`src/rtl/solver_dispatch_pkg.sv`:
```
// Shared types and constants for the solver dispatcher slice.
//   main_state_t   : job intake FSM (IDLE -> LOAD -> START)
//   slot_state_t   : per-solver slot lifecycle (FREE -> LAUNCH -> RUN -> DONE)
//   ITER_SATURATED : iteration count a solver reports when it hits the limit
package solver_pkg;

    typedef enum logic [1:0] {
        IDLE,
        LOAD,
        START
    } main_state_t;

    typedef enum logic [1:0] {
        FREE,
        LAUNCH,
        RUN,
        DONE
    } slot_state_t;

    localparam logic [15:0] ITER_SATURATED = 16'hFFFF;

endpackage

```
`src/rtl/solver_dispatch_if.sv`:
```
// Host-side bundle of the solver dispatcher: config write, job header,
// limb stream and result return.
//   master : host side (drives requests, consumes results)
//   slave  : dispatcher side
interface solver_dispatch_if #(
    parameter int LIMB_INDEX_BITS = 6,
    parameter int LIMB_BITS       = 32,
    parameter int TAG_BITS        = 16
) ();

    logic                       cfg_valid;
    logic                       cfg_ready;
    logic [LIMB_INDEX_BITS-1:0] cfg_num_limbs;
    logic [15:0]                cfg_iter_lim;

    logic                       job_valid;
    logic                       job_ready;
    logic [TAG_BITS-1:0]        job_tag;

    logic                       limb_valid;
    logic                       limb_ready;
    logic [2*LIMB_BITS-1:0]     limb_data;

    logic                       res_valid;
    logic                       res_ready;
    logic [TAG_BITS-1:0]        res_tag;
    logic [15:0]                res_count;

    modport master (
        output cfg_valid, cfg_num_limbs, cfg_iter_lim,
        output job_valid, job_tag,
        output limb_valid, limb_data,
        output res_ready,
        input  cfg_ready, job_ready, limb_ready,
        input  res_valid, res_tag, res_count
    );

    modport slave (
        input  cfg_valid, cfg_num_limbs, cfg_iter_lim,
        input  job_valid, job_tag,
        input  limb_valid, limb_data,
        input  res_ready,
        output cfg_ready, job_ready, limb_ready,
        output res_valid, res_tag, res_count
    );

endinterface

```
`src/rtl/solver_dispatch_rr_pick.sv`:
```
// Round-robin picker: first set bit of req at or after ptr, wrapping.
//   req   : request vector
//   ptr   : starting position (0..N-1)
//   grant : one-hot winner
//   idx   : winner index
//   any   : at least one request present
module rr_pick #(
    parameter int N = 4,
    localparam int W = $clog2(N)
) (
    input  logic [N-1:0] req,
    input  logic [W-1:0] ptr,
    output logic [N-1:0] grant,
    output logic [W-1:0] idx,
    output logic         any
);

    always_comb begin
        int unsigned j;
        grant = '0;
        idx   = '0;
        any   = 1'b0;
        j     = 0;
        for (int unsigned k = 0; k < N; k++) begin
            j = (32'(ptr) + k) % N;
            if (!any && req[j]) begin
                any      = 1'b1;
                grant[j] = 1'b1;
                idx      = W'(j);
            end
        end
    end

endmodule

```
`src/rtl/solver_dispatch.sv`:
```
// Dispatches tagged pixel jobs across NUM_SOLVERS Mandelbrot solvers,
// streams each job's c limbs (highest index first), pulses start, and
// returns tagged iteration counts in round-robin order. Config is broadcast
// only while every solver is idle.
//   clock, reset   : clock, async active-high reset (shared with solvers)
//   host           : config / job / limb / result handshakes
//   slv_*          : solver-side write strobes, broadcasts, start and status
module solver_dispatch
    import solver_pkg::*;
#(
    parameter int NUM_SOLVERS     = 4,
    parameter int LIMB_INDEX_BITS = 6,
    parameter int LIMB_BITS       = 32,
    parameter int TAG_BITS        = 16
) (
    input  logic                       clock,
    input  logic                       reset,
    solver_dispatch_if.slave           host,
    output logic [NUM_SOLVERS-1:0]     slv_wr_en,
    output logic [LIMB_INDEX_BITS-1:0] slv_limb_ind,
    output logic [2*LIMB_BITS-1:0]     slv_limb_data,
    output logic                       slv_num_limbs_en,
    output logic [LIMB_INDEX_BITS-1:0] slv_num_limbs,
    output logic                       slv_iter_lim_en,
    output logic [15:0]                slv_iter_lim,
    output logic [NUM_SOLVERS-1:0]     slv_start,
    input  logic [NUM_SOLVERS-1:0]     slv_out_ready,
    input  logic [16*NUM_SOLVERS-1:0]  slv_iter_count
);

    localparam int SLOT_BITS = $clog2(NUM_SOLVERS);

    main_state_t                state;
    slot_state_t                slot_q  [NUM_SOLVERS];
    logic [TAG_BITS-1:0]        tag_q   [NUM_SOLVERS];
    logic [15:0]                count_q [NUM_SOLVERS];
    logic [LIMB_INDEX_BITS-1:0] num_limbs;
    logic [LIMB_INDEX_BITS-1:0] index;
    logic [NUM_SOLVERS-1:0]     job_grant_q;
    logic [NUM_SOLVERS-1:0]     res_grant_q;
    logic [SLOT_BITS-1:0]       job_ptr;
    logic [SLOT_BITS-1:0]       res_ptr;
    logic [SLOT_BITS-1:0]       res_slot;
    logic                       res_valid_q;
    logic [TAG_BITS-1:0]        res_tag_q;
    logic [15:0]                res_count_q;

    logic [NUM_SOLVERS-1:0]     free_vec, done_vec, done_req;
    logic [NUM_SOLVERS-1:0]     job_grant, res_grant;
    logic [SLOT_BITS-1:0]       job_idx, res_idx, res_ptr_eff;
    logic                       any_free, any_done, all_free;
    logic                       cfg_fire, job_fire, limb_fire, res_fire, res_load;

    function automatic logic [SLOT_BITS-1:0] next_slot(input logic [SLOT_BITS-1:0] s);
        return (int'(s) == NUM_SOLVERS - 1) ? '0 : s + SLOT_BITS'(1);
    endfunction

    always_comb begin
        free_vec = '0;
        done_vec = '0;
        for (int unsigned i = 0; i < NUM_SOLVERS; i++) begin
            free_vec[i] = (slot_q[i] == FREE);
            done_vec[i] = (slot_q[i] == DONE);
        end
    end

    assign all_free = &free_vec;

    // Host handshakes. reset gating keeps every output low while reset is held.
    assign host.cfg_ready  = !reset && (state == IDLE) && all_free;
    assign host.job_ready  = !reset && (state == IDLE) && host.job_valid && any_free && !host.cfg_valid;
    assign host.limb_ready = (state == LOAD);
    assign cfg_fire        = host.cfg_valid && host.cfg_ready;
    assign job_fire        = host.job_ready;
    assign limb_fire       = host.limb_ready && host.limb_valid;

    assign slv_wr_en     = limb_fire ? job_grant_q : '0;
    assign slv_limb_ind  = (state == LOAD) ? index : '0;
    assign slv_limb_data = (state == LOAD) ? host.limb_data : '0;
    assign slv_start     = (state == START) ? job_grant_q : '0;

    // The slot on the result port stays DONE until its handshake edge, so it
    // is masked out; on a handshake the search starts past it so results can
    // issue back-to-back.
    assign res_fire    = res_valid_q && host.res_ready;
    assign done_req    = done_vec & ~(res_valid_q ? res_grant_q : '0);
    assign res_ptr_eff = res_fire ? next_slot(res_slot) : res_ptr;
    assign res_load    = (!res_valid_q || res_fire) && any_done;

    assign host.res_valid = res_valid_q;
    assign host.res_tag   = res_tag_q;
    assign host.res_count = res_count_q;

    rr_pick #(.N(NUM_SOLVERS)) u_job_pick (
        .req   (free_vec),
        .ptr   (job_ptr),
        .grant (job_grant),
        .idx   (job_idx),
        .any   (any_free)
    );

    rr_pick #(.N(NUM_SOLVERS)) u_res_pick (
        .req   (done_req),
        .ptr   (res_ptr_eff),
        .grant (res_grant),
        .idx   (res_idx),
        .any   (any_done)
    );

    // Main FSM plus config broadcast.
    always_ff @(posedge clock or posedge reset) begin
        if (reset) begin
            state            <= IDLE;
            num_limbs        <= LIMB_INDEX_BITS'(1);
            index            <= '0;
            job_ptr          <= '0;
            job_grant_q      <= '0;
            slv_num_limbs_en <= 1'b0;
            slv_num_limbs    <= '0;
            slv_iter_lim_en  <= 1'b0;
            slv_iter_lim     <= '0;
            for (int unsigned i = 0; i < NUM_SOLVERS; i++) begin
                tag_q[i] <= '0;
            end
        end else begin
            slv_num_limbs_en <= 1'b0;
            slv_iter_lim_en  <= 1'b0;
            if (cfg_fire) begin
                slv_iter_lim_en <= 1'b1;
                slv_iter_lim    <= host.cfg_iter_lim;
                // A zero limb count would leave the solvers unusable; drop it.
                if (host.cfg_num_limbs != '0) begin
                    num_limbs        <= host.cfg_num_limbs;
                    slv_num_limbs_en <= 1'b1;
                    slv_num_limbs    <= host.cfg_num_limbs;
                end
            end
            unique case (state)
                IDLE: begin
                    if (job_fire) begin
                        state          <= LOAD;
                        job_grant_q    <= job_grant;
                        job_ptr        <= next_slot(job_idx);
                        index          <= num_limbs - LIMB_INDEX_BITS'(1);
                        tag_q[job_idx] <= host.job_tag;
                    end
                end
                LOAD: begin
                    if (limb_fire) begin
                        if (index == '0) state <= START;
                        else             index <= index - LIMB_INDEX_BITS'(1);
                    end
                end
                START:   state <= IDLE;
                default: state <= IDLE;
            endcase
        end
    end

    // Slot lifecycle and result arbiter.
    always_ff @(posedge clock or posedge reset) begin
        if (reset) begin
            for (int unsigned i = 0; i < NUM_SOLVERS; i++) begin
                slot_q[i]  <= FREE;
                count_q[i] <= '0;
            end
            res_ptr     <= '0;
            res_slot    <= '0;
            res_grant_q <= '0;
            res_valid_q <= 1'b0;
            res_tag_q   <= '0;
            res_count_q <= '0;
        end else begin
            for (int unsigned i = 0; i < NUM_SOLVERS; i++) begin
                unique case (slot_q[i])
                    FREE:   if (state == START && job_grant_q[i]) slot_q[i] <= LAUNCH;
                    // out_ready is still high from the previous job here.
                    LAUNCH: slot_q[i] <= RUN;
                    RUN: begin
                        if (slv_out_ready[i]) begin
                            slot_q[i]  <= DONE;
                            count_q[i] <= slv_iter_count[16*i +: 16];
                        end
                    end
                    DONE:    if (res_fire && res_grant_q[i]) slot_q[i] <= FREE;
                    default: slot_q[i] <= FREE;
                endcase
            end
            if (res_fire) res_ptr <= next_slot(res_slot);
            if (res_load) begin
                res_valid_q <= 1'b1;
                res_slot    <= res_idx;
                res_grant_q <= res_grant;
                res_tag_q   <= tag_q[res_idx];
                res_count_q <= count_q[res_idx];
            end else if (res_fire) begin
                res_valid_q <= 1'b0;
            end
        end
    end

endmodule

```
`src/flat_wrapper.sv`:
```
// flat-port wrapper written by rule: the top's interface ports become plain ports
module solver_dispatch_flat import solver_pkg::*;
#(
    parameter int NUM_SOLVERS     = 4,
    parameter int LIMB_INDEX_BITS = 6,
    parameter int LIMB_BITS       = 32,
    parameter int TAG_BITS        = 16
)
  (clock, reset, slv_wr_en, slv_limb_ind, slv_limb_data, slv_num_limbs_en, slv_num_limbs, slv_iter_lim_en, slv_iter_lim, slv_start, slv_out_ready, slv_iter_count, host_cfg_valid, host_cfg_num_limbs, host_cfg_iter_lim, host_job_valid, host_job_tag, host_limb_valid, host_limb_data, host_res_ready, host_cfg_ready, host_job_ready, host_limb_ready, host_res_valid, host_res_tag, host_res_count);
  solver_dispatch_if #(.LIMB_INDEX_BITS(LIMB_INDEX_BITS), .LIMB_BITS(LIMB_BITS), .TAG_BITS(TAG_BITS)) host_i ();
  input  logic clock;
  input  logic reset;
  output logic [NUM_SOLVERS-1:0] slv_wr_en;
  output logic [LIMB_INDEX_BITS-1:0] slv_limb_ind;
  output logic [2*LIMB_BITS-1:0] slv_limb_data;
  output logic slv_num_limbs_en;
  output logic [LIMB_INDEX_BITS-1:0] slv_num_limbs;
  output logic slv_iter_lim_en;
  output logic [15:0] slv_iter_lim;
  output logic [NUM_SOLVERS-1:0] slv_start;
  input  logic [NUM_SOLVERS-1:0] slv_out_ready;
  input  logic [16*NUM_SOLVERS-1:0] slv_iter_count;
  input wire logic [$bits(host_i.cfg_valid)-1:0] host_cfg_valid;
  input wire logic [$bits(host_i.cfg_num_limbs)-1:0] host_cfg_num_limbs;
  input wire logic [$bits(host_i.cfg_iter_lim)-1:0] host_cfg_iter_lim;
  input wire logic [$bits(host_i.job_valid)-1:0] host_job_valid;
  input wire logic [$bits(host_i.job_tag)-1:0] host_job_tag;
  input wire logic [$bits(host_i.limb_valid)-1:0] host_limb_valid;
  input wire logic [$bits(host_i.limb_data)-1:0] host_limb_data;
  input wire logic [$bits(host_i.res_ready)-1:0] host_res_ready;
  output wire logic [$bits(host_i.cfg_ready)-1:0] host_cfg_ready;
  output wire logic [$bits(host_i.job_ready)-1:0] host_job_ready;
  output wire logic [$bits(host_i.limb_ready)-1:0] host_limb_ready;
  output wire logic [$bits(host_i.res_valid)-1:0] host_res_valid;
  output wire logic [$bits(host_i.res_tag)-1:0] host_res_tag;
  output wire logic [$bits(host_i.res_count)-1:0] host_res_count;
  assign host_i.cfg_valid = host_cfg_valid;
  assign host_i.cfg_num_limbs = host_cfg_num_limbs;
  assign host_i.cfg_iter_lim = host_cfg_iter_lim;
  assign host_i.job_valid = host_job_valid;
  assign host_i.job_tag = host_job_tag;
  assign host_i.limb_valid = host_limb_valid;
  assign host_i.limb_data = host_limb_data;
  assign host_i.res_ready = host_res_ready;
  assign host_cfg_ready = host_i.cfg_ready;
  assign host_job_ready = host_i.job_ready;
  assign host_limb_ready = host_i.limb_ready;
  assign host_res_valid = host_i.res_valid;
  assign host_res_tag = host_i.res_tag;
  assign host_res_count = host_i.res_count;
  solver_dispatch #(.NUM_SOLVERS(NUM_SOLVERS), .LIMB_INDEX_BITS(LIMB_INDEX_BITS), .LIMB_BITS(LIMB_BITS), .TAG_BITS(TAG_BITS)) u_core (.clock(clock), .reset(reset), .host(host_i), .slv_wr_en(slv_wr_en), .slv_limb_ind(slv_limb_ind), .slv_limb_data(slv_limb_data), .slv_num_limbs_en(slv_num_limbs_en), .slv_num_limbs(slv_num_limbs), .slv_iter_lim_en(slv_iter_lim_en), .slv_iter_lim(slv_iter_lim), .slv_start(slv_start), .slv_out_ready(slv_out_ready), .slv_iter_count(slv_iter_count));
endmodule
```
`config.mk`:
```
export PLATFORM = sky130hd
export DESIGN_NAME = solver_dispatch_flat
export DESIGN_NICKNAME = d
export VERILOG_FILES = /design/src/rtl/solver_dispatch_pkg.sv /design/src/rtl/solver_dispatch_if.sv /design/src/rtl/solver_dispatch_rr_pick.sv /design/src/rtl/solver_dispatch.sv /design/src/flat_wrapper.sv
export SDC_FILE = /design/constraint.sdc
export NUM_CORES = 1
export LEC_CHECK = 0
export BUFFER_PORTS_ARGS = -buffer_cell sky130_fd_sc_hd__buf_2
export CAP_MARGIN = 10
export CORE_ASPECT_RATIO = 0.7
export CORE_UTILIZATION = 49
export CTS_BUF_LIST = sky130_fd_sc_hd__clkbuf_4
export CTS_CLUSTER_SIZE = 14
export DETAILED_ROUTE_END_ITERATION = 10
export PLACE_DENSITY = 0.78
export SETUP_SLACK_MARGIN = 0.15
export SLEW_MARGIN = 20
export SYNTH_ARGS = -nofsm -noshare
export SYNTH_HDL_FRONTEND = slang
export SYNTH_SLANG_ARGS = --single-unit
```
`constraint.sdc`:
```
create_clock -name clock -period 6.03 [get_ports clock]
set_input_delay 0.603 -clock clock [delete_from_list [all_inputs] [get_ports clock]]
set_output_delay 0.603 -clock clock [all_outputs]
set_load 0.01 [all_outputs]
```
---- Word-level counts from Yosys, hierarchy flattened ----
Index checks and enable logic that the tools add are counted.
word-level totals
  bits in registers ....................... 221
  logic and storage cells ................. 264
  output and inout port bits .............. 138
  input bits .............................. 176
operators by class
  magnitude comparators ................... 19
  bitwise gates (word level) .............. 10
  add/subtract/negate cells ............... 10
  eq/ne operators ......................... 32
  reductions and logical operators ........ 64
  mux-type cells .......................... 102
operators with widths
  kind                                                  number
  two-way mux 16 bit                                    5
  binary-select mux 16 bit (select 2 bit)               2
  bitwise mux 64 bit                                    1
  two-way mux 64 bit                                    1
  two-way mux 2 bit                                     26
  two-way mux 4 bit                                     11
  demux 16 bit (select 2 bit)                           1
  logical AND 1 bit                                     32
  one-hot mux 2 bit (4 select lines)                    4
  two-way mux 1 bit                                     29
  < comparator 2 x 3 -> 1 bit (second input constant)   8
  two-way mux 6 bit                                     4
  inequality test 2 bit (second input constant)         12
  bitwise OR 4 bit                                      6
  equality test 2 bit (second input constant)           9
  binary-select mux 1 bit (select 2 bit)                8
  demux 1 bit (select 2 bit)                            8
  >= comparator 2 x 1 -> 1 bit (second input constant)  8
  AND reduction 3 bit                                   5
  equality test 2 x 1 -> 1 bit (second input constant)  7
  one-hot mux 6 bit (2 select lines)                    1
  AND reduction 2 bit                                   6
  subtractor 6 x 1 -> 6 bit (second input constant)     2
  zero test 2 bit                                       5
  15 further kinds                                      36

---- Depth between registers and ports, before layout ----
  word-level depth ........................ 19
  mapped depth ............................ 13
  gate-level depth less buffers ........... 11

---- Hierarchy ----
Synthesis repeated with hierarchy kept, for this count alone.
unflattened totals
  cells, all modules ...................... 814
  area total of the unflattened synthesis .. 10,921.7 um^2
modules (own cells, without submodules)
  module                        area each (um^2)  seq. area each (um^2)  instances  cells each
  solver_dispatch               10,080.9          5,406.4                1          724
  rr_pick at u_core.u_job_pick  421.7             0.0                    1          45
  rr_pick at u_core.u_res_pick  419.2             0.0                    1          45

---- Worst setup path after synthesis ----
Ideal clock, no wire load.
  path kind ............................... register to output
  start ................................... register u_core.job_ptr[0]
  end ..................................... output port host_job_ready
  data arrival time ....................... 2.672 ns
  data required time ...................... 5.427 ns
  slack ................................... 2.755 ns
  cell stages (with the launch flop) ...... 9
  buffers on the path ..................... 3
  path through ............................ dfrtp_1 > buf_4 > inv_1 > ha_1 > mux4_2 > or3_1 > o2111a_1 > buf_6 > buf_1
between the ends
  longest elaborated chain between the ends .. 14
  elaborated cells between the ends (all ways) .. 23
  those cells by class .................... add/sub: 3; mux: 12; reduce/logical: 8
RTL lines
  what                                                           line                           text
  start, declared                                                solver_dispatch.sv:41          logic [SLOT_BITS-1:0] job_ptr;
  start signal, assigned                                         solver_dispatch.sv:143         job_ptr <= next_slot(job_idx);
  branches (longest 11 deep; another with adder 2 x 1 -> 2 bit)  n/a
  two-way mux 1 bit *                                            solver_dispatch_rr_pick.sv:26  if (!any && req[j]) begin
  logical AND 1 bit * (2 in series)                              solver_dispatch.sv:71          assign host.job_ready = !reset && (state == IDLE) && host.job_valid && any_free && !host.cfg_valid;
  end, declared                                                  flat_wrapper.sv:32             output wire logic [$bits(host_i.job_ready)-1:0] host_job_ready;
Mark *: on every way between the ends. The select of a mux whose other input is x is not followed.

---- Final worst setup path ----
Same ends and word-level chain as after synthesis.

==> results by group <==
Yosys
  • Share of the synthesized area in the top cell type: between 40% and 50%
  • Yosys cell types: 57
  • Ys async rst share: 100%
  • Post-synth EDFFs: 0
  • Syn. warnings: 0
  • Dominant synthesized flop cell: dfrtp_1
  • Syn Inst Count: 1056
  • Syn_nets: 1267
  • Area leader, netlist: dfrtp_1
  • Synthesized cell area: around 11000 µm²
  • Dominant cells by area after synthesis: dfrtp_1 (47%), mux2_2 (8.5%), mux2i_1 (6.4%)
  • Yosys reg bits: between 200 and 250
  • Sequential area share after synthesis: 47.0%
  • Avg Inst Size Synth: 10.9 µm²

Clock tree
  • Post-CTS Resized: 0
  • Clk sinks: 216
  • Root Driver: clkbuf_4
  • H-tree levels: 2
  • Clk Latency, worst-skew pair: 0.66 ns
  • Hold buffers post-CTS: 0
  • Num CTS Buffers: 54
  • Clock buffer depth: 3
  • CTS tree: done
  • Setup bufs post-CTS: 0
  • Clk slew on worst S/H paths: 0.06 ns

Routing
  • DRC viols: 0
  • Final ANT Viol Nets: 0
  • Router iterations before antenna repair: 5
  • Routed vias: 9193
  • Initial DRC Count: 502
  • Vias per cell: about 5.3
  • Routed length per instance: 16.8 µm
  • Final WL: 28900 µm

Worst setup path
  • R2r setup slk: approximately 1.9 ns
  • Max FO, Critical Path: 21
  • Kind of critical path: flip-flop to output port
  • Worst r2r path cells: 8
  • Slowest CP cell: dfrtp_1
  • Critical Path AT: 3.96 ns
  • Setup crit end: host_job_ready
  • RR Endpoint: u_core.index[2]$_DFFE_PP0P_
  • Endpoint class of the critical path: output port
  • CP startpoint: u_core.job_ptr[0]$_DFFE_PP0P_
  • Critical Path Source Type: flip-flop
  • Max incr delay on CP: 0.72 ns
  • Worst r2r src: u_core.job_ptr[0]$_DFFE_PP0P_
  • CP Cell Sequence: inv_1 -> ha_1 -> mux4_2 -> or3_1 -> o2111a_1 -> buf_2
  • Crit path required time: 5.43 ns

Floorplan
  • Chip height: 130 µm
  • Starting Density: between 50 and 60%
  • # IOs: ~310
  • Die Width: 185 µm
  • FP Rows: 46
  • Core area: around 23000 µm²
  • Die area: ~24000 µm²

Timing
  • Final hold violations: 0
  • RSZ-0062 raised after global routing: false
  • Slew of the pin with the lowest slew margin: 1.05 ns
  • Final Max Slew Viols: 0
  • Setup violators final: 0
  • TNS Setup: 0 ns
  • Tmin final: ~4.6 ns
  • Max Clk Rate: 219 MHz
  • Setup Skew: 0.0195 ns
  • Period utilization: 75.6%
  • Slew headroom: 29.9%

Power and ir drop
  • Pwr dens: 592 nW/µm²
  • VDD IR max: 0.543 mV
  • P_leak: ~0.0070 µW

Global routing
  • Layer with the highest usage: met2
  • Met1 usage: 33.5%
  • Initial antenna violation count: 7
  • GRT Util Overall: 24.5%
  • Vias in the first global route: 8994
  • GR Layer Usage met3: 7.40%
  • Grt ovf: 0
  • Global-route wire length before repair: 46400 µm
  • Met2 global-route usage: 37.9%
  • Largest net degree at the start of global routing: 190

Min path
  • Hold Crit Class: primary input to asynchronous set/reset pin

Finish
  • Final cell count without fillers: 1725
  • Area delta synth->final: 21.4%
  • Filler cell count: 1962
  • Layout cells sized above 1: 36.5%
  • Nets: 1577

Job
  • Max-Cap Viols: 0

Place
  • Placed insts: 1619
  • Final GP Congestion: 0.961
  • DP HPWL: 19800 µm
  • IO Port Bufs: 313

Outcome
  • Status: finished clean
state kept, by name, summed over array words and instances (netlist names):
register,count
u_core.count_q,64
u_core.tag_q,64
u_core.host.res_count,16
u_core.host.res_tag,16
u_core.slv_iter_lim,16
u_core.slot_q,8
u_core.index,6
u_core.num_limbs,5
u_core.job_grant_q,4
u_core.res_grant_q,4
u_core.job_ptr,2
u_core.res_ptr,2
u_core.res_slot,2
u_core.slv_num_limbs,2
u_core.state,2
u_core.host.res_valid,1
u_core.slv_iter_lim_en,1
u_core.slv_num_limbs_en,1
per-stage QoR:
stage / power, µW / setup slack [ns] / area [µm²] / hold WS, ns / utilization, %
after CTS: 8230 / 1.46 / 13900 / 0.0265 / 60.7
after global placement: 6800 / 1.97 / 13200 / 0.473 / 57.6
after global routing: 8910 / 1.24 / 14000 / 0.0663 / 61.1
final: 8260 / 1.47 / 14000 / 0.0578 / 61.1
after floorplan: 5910 / 2.62 / 11500 / 0.451 / -
after detailed placement: 6960 / 1.79 / 13200 / 0.476 / 57.6
synthesized netlist by cell type, types with 3 or more instances:
library cell	n
and2_1	76
o211ai_1	33
a21bo_1	3
buf_2	7
ha_1	35
a221oi_1	9
nor4_1	3
and3_1	6
mux2_2	87
mux4_2	6
o31ai_1	3
buf_1	5
o21ai_1	4
nor2_1	20
o21ai_0	28
clkbuf_1	38
buf_6	11
a21boi_1	4
a22o_1	3
nand2_4	4
dfrtp_1	215
mux2_1	59
nand3_1	7
nor3_1	70
a21oi_1	23
a22oi_1	4
inv_1	31
nand2_1	141
o32a_1	4
mux2i_1	73
buf_4	7
nor2b_1	5
worst max-delay path: cells and delay by family, from the launching register on:
family / cells / cell delay (ns)
buffers and inverters: 2 / 0.53
AO/OA/AOI/OAI: 1 / 0.63
flip-flops: 1 / 0.72
adder cells (fa/ha/maj): 1 / 0.42
AND/OR/NAND/NOR: 1 / 0.39
multiplexers: 1 / 0.62
power breakdown:
group | switching (µW) | leakage (µW) | internal, µW | total, µW
combinational | 2590 | 0.00394 | 1920 | 4510
sequential | 410 | 0.00269 | 2110 | 2520
clock | 592 | 0.000412 | 641 | 1230
total | 3590 | 0.00705 | 4670 | 8260
worst min-delay path by stage:
stage               depth (start not counted)                            from                                 to
floorplan                                   2  u_core.res_slot[1]$_DFFE_PP0P_     u_core.res_slot[1]$_DFFE_PP0P_
global placement                            1    u_core.tag_q[43]$_DFFE_PP0P_       u_core.tag_q[43]$_DFFE_PP0P_
detailed placement                          2  u_core.res_slot[1]$_DFFE_PP0P_     u_core.res_slot[1]$_DFFE_PP0P_
CTS                                         2                           reset        u_core.res_ptr[1]$_DFF_PP0_
global route                                2                           reset        u_core.tag_q[5]$_DFFE_PP0P_
finish                                      2                           reset  u_core.job_grant_q[2]$_DFFE_PP0P_
cells in the final DEF, fill, tap and decap left out, types with 22 or more instances in the layout:
cell	n
mux2i_1	73
nand2_1	141
nor3_1	70
ha_1	35
mux2_1	59
o211ai_1	33
o21ai_0	28
a21oi_1	22
clkbuf_4	78
and2_1	76
inv_1	30
buf_2	313
mux2_2	87
dfrtp_1	215
final cells by class:
cell class                 instances  area [µm²]  area share, %
sequential                       216        5410           38.7
tap                              312         390           2.80
clock inverter                    23         119          0.852
clock buffer                      78         586           4.20
inverter                          31         120          0.861
timing repair buffer             322        1710           12.2
antenna                            2        5.00         0.0359
multi-input combinational        741        5620           40.3
cells by family after synthesis:
kind of cell	share of synthesized area (%)
compound gates	8.38
fa+ha+maj	3.81
buf+inv	4.26
flops	47.0
mux	21.8
simple gates	14.7
per-layer routing:
layer  vias to the layer above  part of all wire, %  routed length (µm)
li1                       4372                    -                   -
met2                       347                   45               12900
met5                         -                0.090                  26
met4                         4                  1.3                 381
met3                        46                  8.5                2470
met1                      4424                   45               13100
No activity file was read; power rests on OpenSTA's default activity.
